$ cat src/rtl/rotate_right_serial_if.sv
// ----------------------------------------------------------------------------
// rotate_right_serial_if
//   Bundles the request/response signals of the serial rotate-right unit.
//   clk and rst are not part of the bundle. They are plain ports on the unit.
//
//   Signals:
//     in_valid   requester -> unit   a/b hold a valid request this cycle
//     in_ready   unit -> requester   unit can accept a request this cycle
//     a          requester -> unit   operand to rotate
//     b          requester -> unit   rotate-right amount, 0..WIDTH-1
//     out_valid  unit -> consumer    out holds a finished result
//     out_ready  consumer -> unit    consumer accepts out this cycle
//     out        unit -> consumer    rotated result (registered)
//     busy       unit -> requester   a request is in flight
//     state_dbg  unit -> observer    current FSM state, for checkers
//
//   Modports:
//     master  the requester/consumer side (ALU sequencer or testbench)
//     slave   the rotate unit itself
// ----------------------------------------------------------------------------
interface rotate_right_serial_if #(
    parameter int WIDTH = 8,
    parameter int AMT_W = 3
);
    logic             in_valid;
    logic             in_ready;
    logic [WIDTH-1:0] a;
    logic [AMT_W-1:0] b;
    logic             out_valid;
    logic             out_ready;
    logic [WIDTH-1:0] out;
    logic             busy;
    logic [1:0]       state_dbg;

    modport master (
        output in_valid, a, b, out_ready,
        input  in_ready, out_valid, out, busy, state_dbg
    );

    modport slave (
        input  in_valid, a, b, out_ready,
        output in_ready, out_valid, out, busy, state_dbg
    );
endinterface

$ cat src/rtl/rotate_right_serial.sv
// ----------------------------------------------------------------------------
// rotate_right_serial
//   Multi-cycle rotate-right unit. It rotates operand a right by b places,
//   moving one bit position per clock. It holds one operation at a time and
//   keeps the result until the consumer accepts it.
//
//   Ports:
//     clk   clock; all state updates on the rising edge
//     rst   synchronous, active-high reset; aborts any operation in flight
//     bus   rotate_right_serial_if.slave (in_valid/in_ready/a/b,
//           out_valid/out_ready/out, busy, state_dbg)
//
//   Handshake: a transfer happens on a rising edge where valid and ready are
//   both high. A requester holds valid (and its data) until that edge. The
//   unit never makes ready depend on valid. Here in_ready and busy decode
//   from the state alone, and out_valid/out stay constant while
//   out_valid=1 and out_ready=0.
//
//   Timing: a request accepted on edge T with amount b raises out_valid
//   right after edge T+b. Counting the accept cycle as cycle 0, out_valid
//   is first seen in cycle b+1.
// ----------------------------------------------------------------------------
module rotate_right_serial #(
    parameter int WIDTH = 8,
    parameter int AMT_W = 3
) (
    input logic clk,
    input logic rst,
    rotate_right_serial_if.slave bus
);

    typedef enum logic [1:0] {
        IDLE  = 2'd0,
        SHIFT = 2'd1,
        DONE  = 2'd2
    } state_t;

    state_t           state_q;
    state_t           state_d;
    logic [WIDTH-1:0] shreg;
    logic [AMT_W-1:0] count;
    logic [WIDTH-1:0] out_q;
    logic [WIDTH-1:0] shreg_rot;
    logic             accept;
    logic             last_shift;

    assign shreg_rot  = {shreg[0], shreg[WIDTH-1:1]};
    assign accept     = (state_q == IDLE) && bus.in_valid;
    assign last_shift = (state_q == SHIFT) && (count == AMT_W'(1));

    // Next-state logic.
    always_comb begin
        state_d = state_q;
        case (state_q)
            IDLE: begin
                if (bus.in_valid) begin
                    state_d = (bus.b == '0) ? DONE : SHIFT;
                end
            end
            SHIFT: begin
                if (count == AMT_W'(1)) begin
                    state_d = DONE;
                end
            end
            DONE: begin
                if (bus.out_ready) begin
                    state_d = IDLE;
                end
            end
            default: state_d = IDLE;
        endcase
    end

    always_ff @(posedge clk) begin
        if (rst) begin
            state_q <= IDLE;
            shreg   <= '0;
            count   <= '0;
            out_q   <= '0;
        end else begin
            state_q <= state_d;
            if (accept) begin
                shreg <= bus.a;
                count <= bus.b;
            end else if (state_q == SHIFT) begin
                shreg <= shreg_rot;
                count <= count - AMT_W'(1);
            end
            // out_q is loaded only when a result completes. It therefore
            // still holds the previous result while the next operation shifts.
            if (accept && (bus.b == '0)) begin
                out_q <= bus.a;
            end else if (last_shift) begin
                out_q <= shreg_rot;
            end
        end
    end

    assign bus.in_ready  = (state_q == IDLE);
    assign bus.busy      = (state_q != IDLE);
    assign bus.out_valid = (state_q == DONE);
    assign bus.out       = out_q;
    assign bus.state_dbg = state_q;

endmodule

$ cat src/flat_wrapper.sv
// flat-port wrapper written by rule: the top's interface ports become plain ports
module rotate_right_serial_flat 
#(
    parameter int WIDTH = 8,
    parameter int AMT_W = 3
)
  (clk, rst, bus_in_valid, bus_a, bus_b, bus_out_ready, bus_in_ready, bus_out_valid, bus_out, bus_busy, bus_state_dbg);
  rotate_right_serial_if #(.WIDTH(WIDTH), .AMT_W(AMT_W)) bus_i ();
  input logic clk;
  input logic rst;
  input wire logic [$bits(bus_i.in_valid)-1:0] bus_in_valid;
  input wire logic [$bits(bus_i.a)-1:0] bus_a;
  input wire logic [$bits(bus_i.b)-1:0] bus_b;
  input wire logic [$bits(bus_i.out_ready)-1:0] bus_out_ready;
  output wire logic [$bits(bus_i.in_ready)-1:0] bus_in_ready;
  output wire logic [$bits(bus_i.out_valid)-1:0] bus_out_valid;
  output wire logic [$bits(bus_i.out)-1:0] bus_out;
  output wire logic [$bits(bus_i.busy)-1:0] bus_busy;
  output wire logic [$bits(bus_i.state_dbg)-1:0] bus_state_dbg;
  assign bus_i.in_valid = bus_in_valid;
  assign bus_i.a = bus_a;
  assign bus_i.b = bus_b;
  assign bus_i.out_ready = bus_out_ready;
  assign bus_in_ready = bus_i.in_ready;
  assign bus_out_valid = bus_i.out_valid;
  assign bus_out = bus_i.out;
  assign bus_busy = bus_i.busy;
  assign bus_state_dbg = bus_i.state_dbg;
  rotate_right_serial #(.WIDTH(WIDTH), .AMT_W(AMT_W)) u_core (.clk(clk), .rst(rst), .bus(bus_i));
endmodule
$ cat config.mk
export PLATFORM = sky130hd
export DESIGN_NAME = rotate_right_serial_flat
export DESIGN_NICKNAME = d
export VERILOG_FILES = /design/src/rtl/rotate_right_serial_if.sv /design/src/rtl/rotate_right_serial.sv /design/src/flat_wrapper.sv
export SDC_FILE = /design/constraint.sdc
export NUM_CORES = 1
export LEC_CHECK = 0
export CORE_MARGIN = 4
export CORE_UTILIZATION = 51
export DETAILED_ROUTE_END_ITERATION = 6
export HOLD_SLACK_MARGIN = 0.03
export PLACE_DENSITY = 0.8
export SLEW_MARGIN = 20
export SYNTH_ARGS = -nofsm -noshare
export SYNTH_HDL_FRONTEND = slang
export SYNTH_SLANG_ARGS = --single-unit
$ cat constraint.sdc
create_clock -name clk -period 1.88 [get_ports clk]
set_input_delay 0.376 -clock clk [delete_from_list [all_inputs] [get_ports clk]]
set_output_delay 0.376 -clock clk [all_outputs]
set_load 0.01 [all_outputs]
# [Yosys cells after proc, flatten, opt, wreduce, memory -nomap -nowiden]
# Index checks and enable logic that the tools add are counted.
[totals] ram_bits=0 register_bits=21 latchBits=0 mem_count=0 out_inout_bits=13 wordCells=31 rom_bits=0
[op_classes] n_addsub=1 n_reduce_logical=9 bitwise_logic=0 n_div=0 n_mul=0 shifts=0 eq_ne=6 muxes=11 magnitude_cmp=0
[ops] cell="$mux 8" n=4
[ops] cell="$mux 2" n=4
[ops] cell="$mux 3" n=2
[ops] cell="$pmux 2 s3" n=1
[ops] cell="$reduce_bool 2->1" n=3
[ops] cell="$ne 2x2->1 const B" n=2
[ops] cell="$eq 3x1->1 const B" n=1
[ops] cell="$logic_and 1x1->1" n=3
[ops] cell="$logic_not 3->1" n=1
[ops] cell="$reduce_and 3->1" n=1
[ops] cell="$sub 3x1->3 const B" n=1
[ops] cell="$eq 2x1->1 const B" n=1
[ops] cell="$eq 2x2->1 const B" n=1
[ops] cell="$logic_not 2->1" n=1
[ops] cell="$ne 2x1->1 const B" n=1

# [Depth between registers and ports, before layout]
[logic_depth] depth_word=4 ltp_mapped=6 ltp_nobuf=5

# [Worst setup path after synthesis]
# No wires, ideal clock.
[synth_timing] path_type="register -> register" start="register u_core.state_q[0], in the netlist u_core.bus.state_dbg[0]" end="register u_core.out_q[6], in the netlist u_core.bus.out[6]" path_slack_ps=553 t_required_ps=1748 setup_ps=132 arrival_time_ps=1195 path_buffers=2 path_stages_with_launch=6 path_cell_list="dfxtp_1 > buf_6 > or3b_1 > buf_6 > o211ai_2 > a21oi_1"
[synth_via] elab_chain_len=4 elab_cells_between_ends=7 classes_between="1 x eq/ne; 1 x mux; 5 x reduce/logical"
[synth_lines] element="start: declaration" line="rotate_right_serial.sv:38" rtl="state_t state_q;"
[synth_lines] element="start signal: assignment" line="rotate_right_serial.sv:81" rtl="state_q <= state_d;"
[synth_lines] element="$logic_not 2->1" line="rotate_right_serial.sv:48" rtl="assign accept = (state_q == IDLE) && bus.in_valid;"
[synth_lines] element="$logic_and 1x1->1" line="rotate_right_serial.sv:48"
[synth_lines] element="$logic_and 1x1->1" line="rotate_right_serial.sv:91" rtl="if (accept && (bus.b == '0)) begin"
[synth_lines] element="$mux 8 / $reduce_bool 2->1 (equally long branches)"
[synth_lines] element="end signal: assignment" line="rotate_right_serial.sv:92" rtl="out_q <= bus.a;"
[synth_lines] element="end signal: assignment" line="rotate_right_serial.sv:94" rtl="out_q <= shreg_rot;"
[synth_lines] element="end: declaration" line="rotate_right_serial.sv:42" rtl="logic [WIDTH-1:0] out_q;"
# Parallel ways exist; a longest one is shown, timed or not.
# A chain may end at the register's enable or synchronous reset.

# [Worst setup path after layout]
[layout_timing] start="register u_core.state_q[0], in the netlist u_core.bus.state_dbg[0]" end="output port bus_in_ready"
[layout_via] elab_chain_len=1
[layout_lines] element="$logic_not 2->1" line="rotate_right_serial.sv:99" rtl="assign bus.in_ready = (state_q == IDLE);"
[layout_lines] element="end: declaration" line="flat_wrapper.sv:15" rtl="output wire logic [$bits(bus_i.in_ready)-1:0] bus_in_ready;"
# Every way passes these cells.

==> summary.md <==
| Metric | Value |
|---|---|
| Status | `finished clean` |
| Ports | `28` |
| Share of post-route cells with drive strength above 1 | `25.7%` |
| Crit path max-delay cell type | `clkdlybuf4s50_1` |
| Ratio of final minimum period to clock period | `95.7%` |
| EDFF count, synth | `0` |
| Global-route usage over all layers | `19.3%` |
| Fin. max-slew vios | `0` |
| Clock buffer depth | `2` |
| Placed cell count | `171` |
| Top cells by area, synth | `dfxtp_1, a22oi_2, a21oi_1` |
| Detailed Route WL | `2650 microns` |
| Layout Cells excl Fill | `175` |
| Area grow syn2layout | `32.0%` |
| Core ar. | `2020 sq um` |
| Peak fanout along the critical path | `12` |
| Die Width | `55.0 microns` |
| Worst Path Buf+Inv | `1` |
| Largest net degree at the start of global routing | `16` |
| Hold WC Path Type | `flip-flop to flip-flop` |
| Drt via density | `5.95` |
| H-tree lvl count | `1` |
| Ant diodes | `0` |
| Total of max-cap violations | `0` |
| Worst path depth | `2` |
| Setup bufs post-CTS | `0` |
| Share of the synthesized area in the top cell type | `37.3%` |
| R2R depth | `4` |
| Max rail drop VDD | `505 uV` |
| Delay-heaviest family, CP | `buffers and inverters` |
| Fillers | `148` |
| Yosys warnings | `0` |
| Clock-pin slew on the worst setup and hold paths | `130 ps` |
| Root buf cell | `clkbuf_4` |
| # DRC | `0` |
| Setup crit start kind | `flip-flop` |
| Yosys reg bits | `21` |
| CP arrival | `1420 ps` |
| Initial antenna violation count | `0` |
| Final core utilization | `73.5%` |
| Max_slew headroom | `72.4%` |
| Dominant cell type by area after synthesis | `dfxtp_1` |
| Lkg Pwr | `0.512 nW` |
| Avg Cell Area, Syn | `9.71 sq um` |
| Commonest cells post-synth | `dfxtp_1, a21oi_1, nand2_1` |
| Total Nets Final | `166` |
| Final hold vios | `0` |
| Unrepaired setup endpoints after global routing | `no` |
| CP endpoint kind | `output port` |
| Cells after Synth | `116` |
| Tot Pwr | `1.02 mW` |
| Syn nets | `133` |
| Worst Hold Depth | `2` |
| CTS Sinks | `21` |
| Initial DRC Count | `32` |
| Final HPWL DP | `2000 microns` |
| Area of the die | `3020 sq um` |
| Fin Setup TNS | `0 ps` |
| R2r setup slk | `390 ps` |
| Fmax | `556 MHz` |
| Die Ht | `55.0 microns` |
| Asr flop ratio synth | `0%` |
| IO Port Bufs | `27` |
| CP cell instances | `nor2_1 -> clkdlybuf4s50_1` |
| Final worst path period need | `1800 ps` |
| Max incr delay on CP | `550 ps` |
| Crit Path Category | `flip-flop to output port` |
| Routed wire per std cell | `15.1 microns` |
| PD cells | `687 nW/um^2` |
| First-pass GRT wire length | `4200 microns` |
| Drt first pass iters | `4` |
| Final Skew | `11.4 ps` |
| DRT antenna net count | `0` |
| Via count | `1041` |
| Global route overflow | `0` |
| Cell area after synthesis | `1130 sq um` |
| Yosys cell types | `31` |
| Later-pin clock latency in the skew report | `310 ps` |
| Row cnt | `16` |
| Final setup vio count | `0` |
| Req. time, crit path | `1500 ps` |
| Final GP Congestion | `0.801` |
| Num CTS Buffers | `3` |
| Tightest Pin Transition | `412 ps` |
| Ys flop type | `dfxtp_1` |
| Starting Density | `55.7%` |
| CTS tree | `done` |
| Register area share after synthesis | `37.3%` |
| Vias in the first global route | `921` |
| Most common cell in the netlist | `dfxtp_1` |
==> sequential cells by signal, summed over array words and instances, names as in the netlist <==
register / cells
u_core.shreg: 8
u_core.bus.out: 8
u_core.bus.state_dbg: 2
u_core.count: 3
==> where the power goes <==
group          total [mW]  switching (mW)  leakage (nW)  internal [mW]
clock network       0.226           0.146        0.0177         0.0796
registers           0.511          0.0328         0.173          0.478
logic               0.285           0.139         0.322          0.146
==> path summary, 6_finish.rpt <==
path / end / from
worst max-delay path: bus_in_ready / u_core.bus.state_dbg[0]$_SDFFE_PP0P_
worst min-delay path: u_core.count[1]$_SDFFE_PP0P_ / u_core.count[1]$_SDFFE_PP0P_
worst max register to register: u_core.bus.out[2]$_SDFFE_PP0P_ / u_core.bus.state_dbg[1]$_SDFFE_PP0P_
worst min register to register: u_core.count[1]$_SDFFE_PP0P_ / u_core.count[1]$_SDFFE_PP0P_
==> logic make-up (layout without fill, tap and decap cells) <==
group                      count (synthesis)  count (layout)  synth area share [%]
and+or+nand+nor                           33              33                  18.2
adders and majority gates                  2               2                  2.22
buffers and inverters                     15              47                  8.22
muxes                                      1               1                 0.889
AOI/OAI and AO/OA                         44              44                  33.1
DFF                                       21              21                  37.3
==> worst min-delay path, delay by kind of cell, from the launching register on <==
| family | cells | cell delay (ps) |
|---|---|---|
| flip-flops | 1 | 330 |
| AO/OA/AOI/OAI | 1 | 60 |
| AND/OR/NAND/NOR | 1 | 50 |
==> routing by layer <==
layer	GRT usage (%)	share of wire, %
met1	24.3	44
met2	32.9	50
met3	5.63	6.1
met4	3.64	0.38
met5	0	0
==> stage by stage <==
stage	setup WS [ps]	cell area (sq um)	hold WS [ps]
floorplan	553	1130	436
global placement	95.3	1450	446
detailed placement	77.6	1450	461
CTS	18.3	1480	478
global route	5.96	1490	500
finish	81.1	1490	472
==> cells in the final DEF (no fill, tap or decap), types with 2 or more instances in the layout <==
cell             count
clkbuf_4             3
nand2_1             16
or3_1                2
nor2b_1              2
a32oi_1              5
nor3_2               4
o211ai_2             5
a21oi_1             16
a311oi_1             3
clkdlybuf4s50_1     26
a22oi_2             10
dfxtp_1             19
buf_4               10
inv_1                5
ha_1                 2
==> what timing repair did <==
action | CTS | global route
pin swaps | 0 | 0
setup endpoints to repair | 4 | 3
resized for setup | 2 | 2
hold buffers | 0 | 0
endpoints found under the hold margin | 0 | 0
==> cell type report <==
cell class                 instances  area (sq um)  share of cell area [%]
clock inverter                     1          5.00                   0.337
multi-input combinational         80           613                    41.2
clock buffer                       3          22.5                    1.52
tap                               27          33.8                    2.27
inverter                           5          18.8                    1.26
sequential                        21           425                    28.6
timing repair buffer              38           368                    24.7
Note: power is estimated with default switching activity, not from simulation.
